--- src/rtl/decode_operand_stage.sv ---
// ID stage of the RV32I pipeline: operand decode, EX/MEM forwarding, load-use bubbles and the ID/EX register.
// Define WB_BYPASS_EN to add a writeback forwarding tier for register files without write-before-read.
module decode_operand_stage #(
    parameter int XLEN  = 32,
    parameter int CNT_W = 16
) (
    input  logic             i_Clk,
    input  logic             i_Reset,
    input  logic             i_Valid,
    output logic             o_Ready,
    input  logic [31:0]      i_Instr,
    input  logic [XLEN-1:0]  i_PC,
    input  logic             i_Flush,
    output logic [4:0]       o_rAddr_1,
    output logic [4:0]       o_rAddr_2,
    input  logic [XLEN-1:0]  i_rData_1,
    input  logic [XLEN-1:0]  i_rData_2,
    input  logic             i_Ex_RegWrite,
    input  logic             i_Ex_IsLoad,
    input  logic [4:0]       i_Ex_Rd,
    input  logic [XLEN-1:0]  i_Ex_Result,
    input  logic             i_Mem_RegWrite,
    input  logic [4:0]       i_Mem_Rd,
    input  logic [XLEN-1:0]  i_Mem_Result,
    input  logic             i_Wb_wEnable,
    input  logic [4:0]       i_Wb_Rd,
    input  logic [XLEN-1:0]  i_Wb_Data,
    output logic             o_Valid,
    input  logic             i_Ready,
    output logic [XLEN-1:0]  o_PC,
    output logic [31:0]      o_Instr,
    output logic [4:0]       o_Rd,
    output logic [XLEN-1:0]  o_Rs1Data,
    output logic [XLEN-1:0]  o_Rs2Data,
    output logic [CNT_W-1:0] o_StallCount
);

    localparam logic [6:0] OP_LUI    = 7'b0110111;
    localparam logic [6:0] OP_AUIPC  = 7'b0010111;
    localparam logic [6:0] OP_JAL    = 7'b1101111;
    localparam logic [6:0] OP_RTYPE  = 7'b0110011;
    localparam logic [6:0] OP_STORE  = 7'b0100011;
    localparam logic [6:0] OP_BRANCH = 7'b1100011;

    logic [6:0]      opcode;
    logic [4:0]      rs1, rs2, dec_rd;
    logic            rs1_used, rs2_used;
    logic            hazard, advance;
    logic signed [XLEN-1:0] op1, op2;

    logic             valid_q, valid_d;
    logic [XLEN-1:0]  pc_q, pc_d;
    logic [31:0]      instr_q, instr_d;
    logic [4:0]       rd_q, rd_d;
    logic signed [XLEN-1:0] rs1_q, rs1_d, rs2_q, rs2_d;
    logic [CNT_W-1:0] cnt_q, cnt_d;

    // First matching producer wins; x0 is hard-wired to zero.
    function automatic logic [XLEN-1:0] fwd(input logic [4:0] rs, input logic [XLEN-1:0] rf_data);
        logic [XLEN-1:0] r;
        r = rf_data;
        if (rs == 5'd0)
            r = '0;
        else if (i_Ex_RegWrite && !i_Ex_IsLoad && i_Ex_Rd == rs)
            r = i_Ex_Result;
        else if (i_Mem_RegWrite && i_Mem_Rd == rs)
            r = i_Mem_Result;
`ifdef WB_BYPASS_EN
        else if (i_Wb_wEnable && i_Wb_Rd == rs)
            r = i_Wb_Data;
`endif
        return r;
    endfunction

    function automatic logic [CNT_W-1:0] sat_inc(input logic [CNT_W-1:0] c);
        return (&c) ? c : c + 1'b1;
    endfunction

    function automatic logic load_use(input logic used, input logic [4:0] rs);
        return used && (rs != 5'd0) && i_Ex_RegWrite && i_Ex_IsLoad && (i_Ex_Rd == rs);
    endfunction

`ifndef WB_BYPASS_EN
    logic unused_wb;
    assign unused_wb = ^{i_Wb_wEnable, i_Wb_Rd, i_Wb_Data};
`endif

    always_comb begin
        opcode   = i_Instr[6:0];
        rs1      = i_Instr[19:15];
        rs2      = i_Instr[24:20];
        rs1_used = !(opcode == OP_LUI || opcode == OP_AUIPC || opcode == OP_JAL);
        rs2_used = (opcode == OP_RTYPE || opcode == OP_STORE || opcode == OP_BRANCH);
        dec_rd   = (opcode == OP_STORE || opcode == OP_BRANCH) ? 5'd0 : i_Instr[11:7];
        op1      = fwd(rs1, i_rData_1);
        op2      = fwd(rs2, i_rData_2);
        hazard   = i_Valid && (load_use(rs1_used, rs1) || load_use(rs2_used, rs2));
        advance  = !valid_q || i_Ready;
    end

    // Next state: flush beats stall, stall holds, hazard inserts a bubble.
    always_comb begin
        valid_d = valid_q;
        pc_d    = pc_q;
        instr_d = instr_q;
        rd_d    = rd_q;
        rs1_d   = rs1_q;
        rs2_d   = rs2_q;
        cnt_d   = cnt_q;
        if (i_Flush) begin
            valid_d = 1'b0;
        end else if (advance) begin
            if (hazard) begin
                valid_d = 1'b0;
                cnt_d   = sat_inc(cnt_q);
            end else begin
                valid_d = i_Valid;
                pc_d    = i_PC;
                instr_d = i_Instr;
                rd_d    = dec_rd;
                rs1_d   = op1;
                rs2_d   = op2;
            end
        end
    end

    // ID/EX register boundary
    always_ff @(posedge i_Clk) begin
        if (i_Reset) begin
            valid_q <= 1'b0;
            pc_q    <= '0;
            instr_q <= '0;
            rd_q    <= '0;
            rs1_q   <= '0;
            rs2_q   <= '0;
            cnt_q   <= '0;
        end else begin
            valid_q <= valid_d;
            pc_q    <= pc_d;
            instr_q <= instr_d;
            rd_q    <= rd_d;
            rs1_q   <= rs1_d;
            rs2_q   <= rs2_d;
            cnt_q   <= cnt_d;
        end
    end

    assign o_Ready      = i_Flush || (advance && !hazard);
    assign o_rAddr_1    = rs1;
    assign o_rAddr_2    = rs2;
    assign o_Valid      = valid_q;
    assign o_PC         = pc_q;
    assign o_Instr      = instr_q;
    assign o_Rd         = rd_q;
    assign o_Rs1Data    = rs1_q;
    assign o_Rs2Data    = rs2_q;
    assign o_StallCount = cnt_q;

endmodule
--- config.mk ---
export PLATFORM = sky130hd
export DESIGN_NAME = decode_operand_stage
export DESIGN_NICKNAME = d
export VERILOG_FILES = /design/src/rtl/decode_operand_stage.sv
export SDC_FILE = /design/constraint.sdc
export NUM_CORES = 1
export LEC_CHECK = 0
export CAP_MARGIN = 40
export CORE_AREA = 2 2 157 159
export CTS_BUF_LIST = sky130_fd_sc_hd__clkbuf_16
export DETAILED_ROUTE_END_ITERATION = 16
export DIE_AREA = 0 0 159 161
export PLACE_DENSITY = 0.77
export SETUP_SLACK_MARGIN = 0.5
export SKIP_LAST_GASP = 1
export SLEW_MARGIN = 20
export SYNTH_ARGS = -nofsm -noshare
export SYNTH_HDL_FRONTEND = slang
export SYNTH_SLANG_ARGS = --single-unit
--- constraint.sdc ---
create_clock -name i_Clk -period 2.9 [get_ports i_Clk]
set_clock_uncertainty 0.05 [all_clocks]
set_input_delay 0.725 -clock i_Clk [delete_from_list [all_inputs] [get_ports i_Clk]]
set_output_delay 0.725 -clock i_Clk [all_outputs]
set_load 0.005 [all_outputs]
==> flow_summary.toml <==
[floorplanning]
rows = 57
ios = 409
die_h_um = 161
start_util_pct = 30.7
fp.dieArea_um2 = 25600
fp.dieW_um = 159
fp.coreArea_um2 = 24000

[final_layout]
final_cell_mix = "clkdlybuf4s50_1 (339), dfxtp_1 (150), nor2_1 (107)"
fill_cells = 1746
final_nets = 1588
fin_area_um2 = 15600
layout-drive-gt1-share_pct = 40.9
areaGrowthSynthToFinish_pct = 111
layout_commonest_cell = "clkdlybuf4s50_1"

[routing]
post-route-drc-count = 0
top_layer = "met4"
drt-met1-wl_um = 14200
viasPerCell = 5.48
drt-wirelength-per-cell_um = 23.1
postRouteAntennaNets = 0
dr_wl_met2_um = 19500
dr_wl_met3_um = 3190
routed_wirelength_um = 38800
drt-initial-drc-count = 535
route.vias.total = 9192
first_pass_iters = 5

[clock_tree]
cts_root_buf = "clkbuf_16"
cts_hold_buf = 0
cts_tree = "built"
clock-sinks = 150
cts_buffers = 17
cts.path.max_buffers = 2
htreeDepth = 4
clock_latency_ns = 0.42
clkSlewWorstSetupHoldPaths_ns = 0.07

[sta]
min_period_over_period_pct = 102
hold_slack_ns = 0.413
drv_slew = 0
layout_setup_ws_ns = -0.0594
setup_viol = 1
maxSlewHeadroom_pct = 58.1
layout_min_cycle_time_ns = 2.96
worst_pin_slew_ns = 0.611
rsz0062_at_grt = "yes"
max_freq_mhz = 338
hold_viol_final = 0

[logic_synthesis]
synth_area_leader_cell = "dfxtp_1"
synthDominantCellAreaShare_pct = 40.8
syn_area_um2 = 7360
synthDistinctLibCells = 47
synth_area_leaders = "dfxtp_1 (41%), nand2_1 (7.3%), nor2_1 (5.7%), a21oi_1 (5.3%), mux2_2 (5.1%)"
async_flop_share_pct = 0
ys_seq_elements = 150
yosysWarnings = 0
synth-seq-area-share_pct = 40.8
syn_inst = 878
synthFlopType = "dfxtp_1"
synth-edff-count = 0
syn-num-nets = 1127
synth.avg_cell_area_um2 = 8.38

[job]
max-cap-violations = 0

[power_and_ir_drop]
combPwrFrac_pct = 26.8
intPower_mw = 4.33
power.share.clock_pct = 36.1
p_switching_mw = 1.80
power_frac_seq_pct = 37.0
leakage_nw = 5.80
p_sw_share_pct = 29.4
max-vdd-ir-drop_v = 0.000312
power_density_nw_per_um2 = 394

[critical_path]
arrival_ns = 2.18
cp-start-kind = "primary input"
critPathRequiredTime_ns = 2.12
ff2ff_path_depth = 6
critPathCaptureType = "output pin"
path_max_fanout = 2
critPathKind = "primary input to output pin"

[grt]
antenna_found_initial = 2
grt_pass1_vias = 9319
grt_overflow_total = 0
grt_max_degree = 87
grt_pass1_wl_um = 53800
grt_usage_pct = 27.0

[outcome]
status = "complete, but fails checks"
violations = "setup timing"

[placed_design]
dp_hpwl_um = 21400
post_dp_cell_area_um2 = 11900
finalWeightedCongestion = 0.924
portBuffers = 370

[min_path]
min_path_type = "flop to flop"
min_delay_path_depth = 2
## critical path, stage by stage
cell and delay (ns):
buf_6 0.09, or4_4 0.56, nor2_4 0.12, and4bb_2 0.26, nor2_4 0.17, o21ai_2 0.06
nand2b_1 0.07, buf_2 0.12
## cells in the mapped netlist, drive strengths merged, types with 2 or more instances
cell type / instances
a2111oi: 32
a21oi: 78
a31o: 32
and2: 2
and3: 4
and4b: 2
and4bb: 2
buf: 49
clkbuf: 37
dfxtp: 150
inv: 7
mux2: 33
mux2i: 33
nand2: 143
nand2b: 4
nand3: 43
nand4: 7
nor2: 112
nor2b: 3
nor3: 4
nor4: 4
o2111ai: 4
o211ai: 2
o21ai: 7
o31ai: 7
o41ai: 33
or4: 9
or4b: 2
xnor2: 4
xor2: 21
## cells by family after synthesis
family / after synthesis / share of synthesized area (%)
AND/OR/NAND/NOR: 344 / 20.5
XOR/XNOR: 25 / 2.98
multiplexers: 66 / 9.54
flip-flops: 150 / 40.8
buffers and inverters: 93 / 6.45
AO/OA/AOI/OAI: 199 / 19.5
adder cells (fa/ha/maj): 1 / 0.170
## cell type report
class	count	area [um2]	area share [%]
Timing Repair Buffer	527	5880	37.8
Antenna cell	2	5.00	0.0322
Clock buffer	17	425	2.73
Multi-Input combinational cell	636	5670	36.4
Clock inverter	15	141	0.909
Tap cell	324	405	2.61
Sequential cell	150	3000	19.3
Inverter	7	26.3	0.169
## metrics by stage
step	power, mW	util (%)	worst slack (ns)	setup TNS (ns)	std cells
floorplan	2.65	-	0.126	0	878
global placement	3.38	49.6	-0.914	-72.19	1576
detailed placement	3.40	49.6	-0.920	-75.55	1576
CTS	6.01	62.0	-0.115	-0.115	1668
global route	6.33	64.9	-0.124	-0.197	1678
finish	6.14	64.9	-0.0594	-0.0594	1678
## state kept, by name, indices dropped and copies added, names as in the netlist
signal        count
o_Rs1Data        32
o_Instr          32
o_Rs2Data        32
o_Valid           1
o_StallCount     16
o_PC             32
o_Rd              5
## power by group through the flow
stage	logic (mW)	clock network (mW)	registers, mW
4_1_cts	1.51	2.25	2.26
3_5_place_dp	1.11	0	2.29
6_report	1.65	2.22	2.27
5_1_grt	1.72	2.33	2.28
2_1_floorplan	0.362	0	2.29
3_3_place_gp	1.10	0	2.28
## worst paths after layout
| path | startpoint | end | slack, ns |
|---|---|---|---|
| worst max register to register | o_StallCount[0] | o_StallCount[3] | 0.71 |
| worst min-delay path | o_Rd[4] | o_Rd[4] | 0.41 |
| worst min register to register | o_Rd[4] | o_Rd[4] | 0.41 |
| worst max-delay path | i_Instr[21] | o_Ready | -0.06 |
## what timing repair did
action	4_1_cts	5_1_grt
pin swaps	192	43
setup buffers	41	6
resized for setup	422	133
setup endpoints to repair	161	148
cloned	19	1
endpoints found under the hold margin	0	0
## per-layer routing
metal | GRT usage (%) | vias to the layer above
met5 | 0 | -
met4 | 12.3 | 0
met3 | 8.42 | 112
met2 | 48.5 | 504
met1 | 29.2 | 4494
li1 | - | 4082
Note: power is estimated with default switching activity, not from simulation.
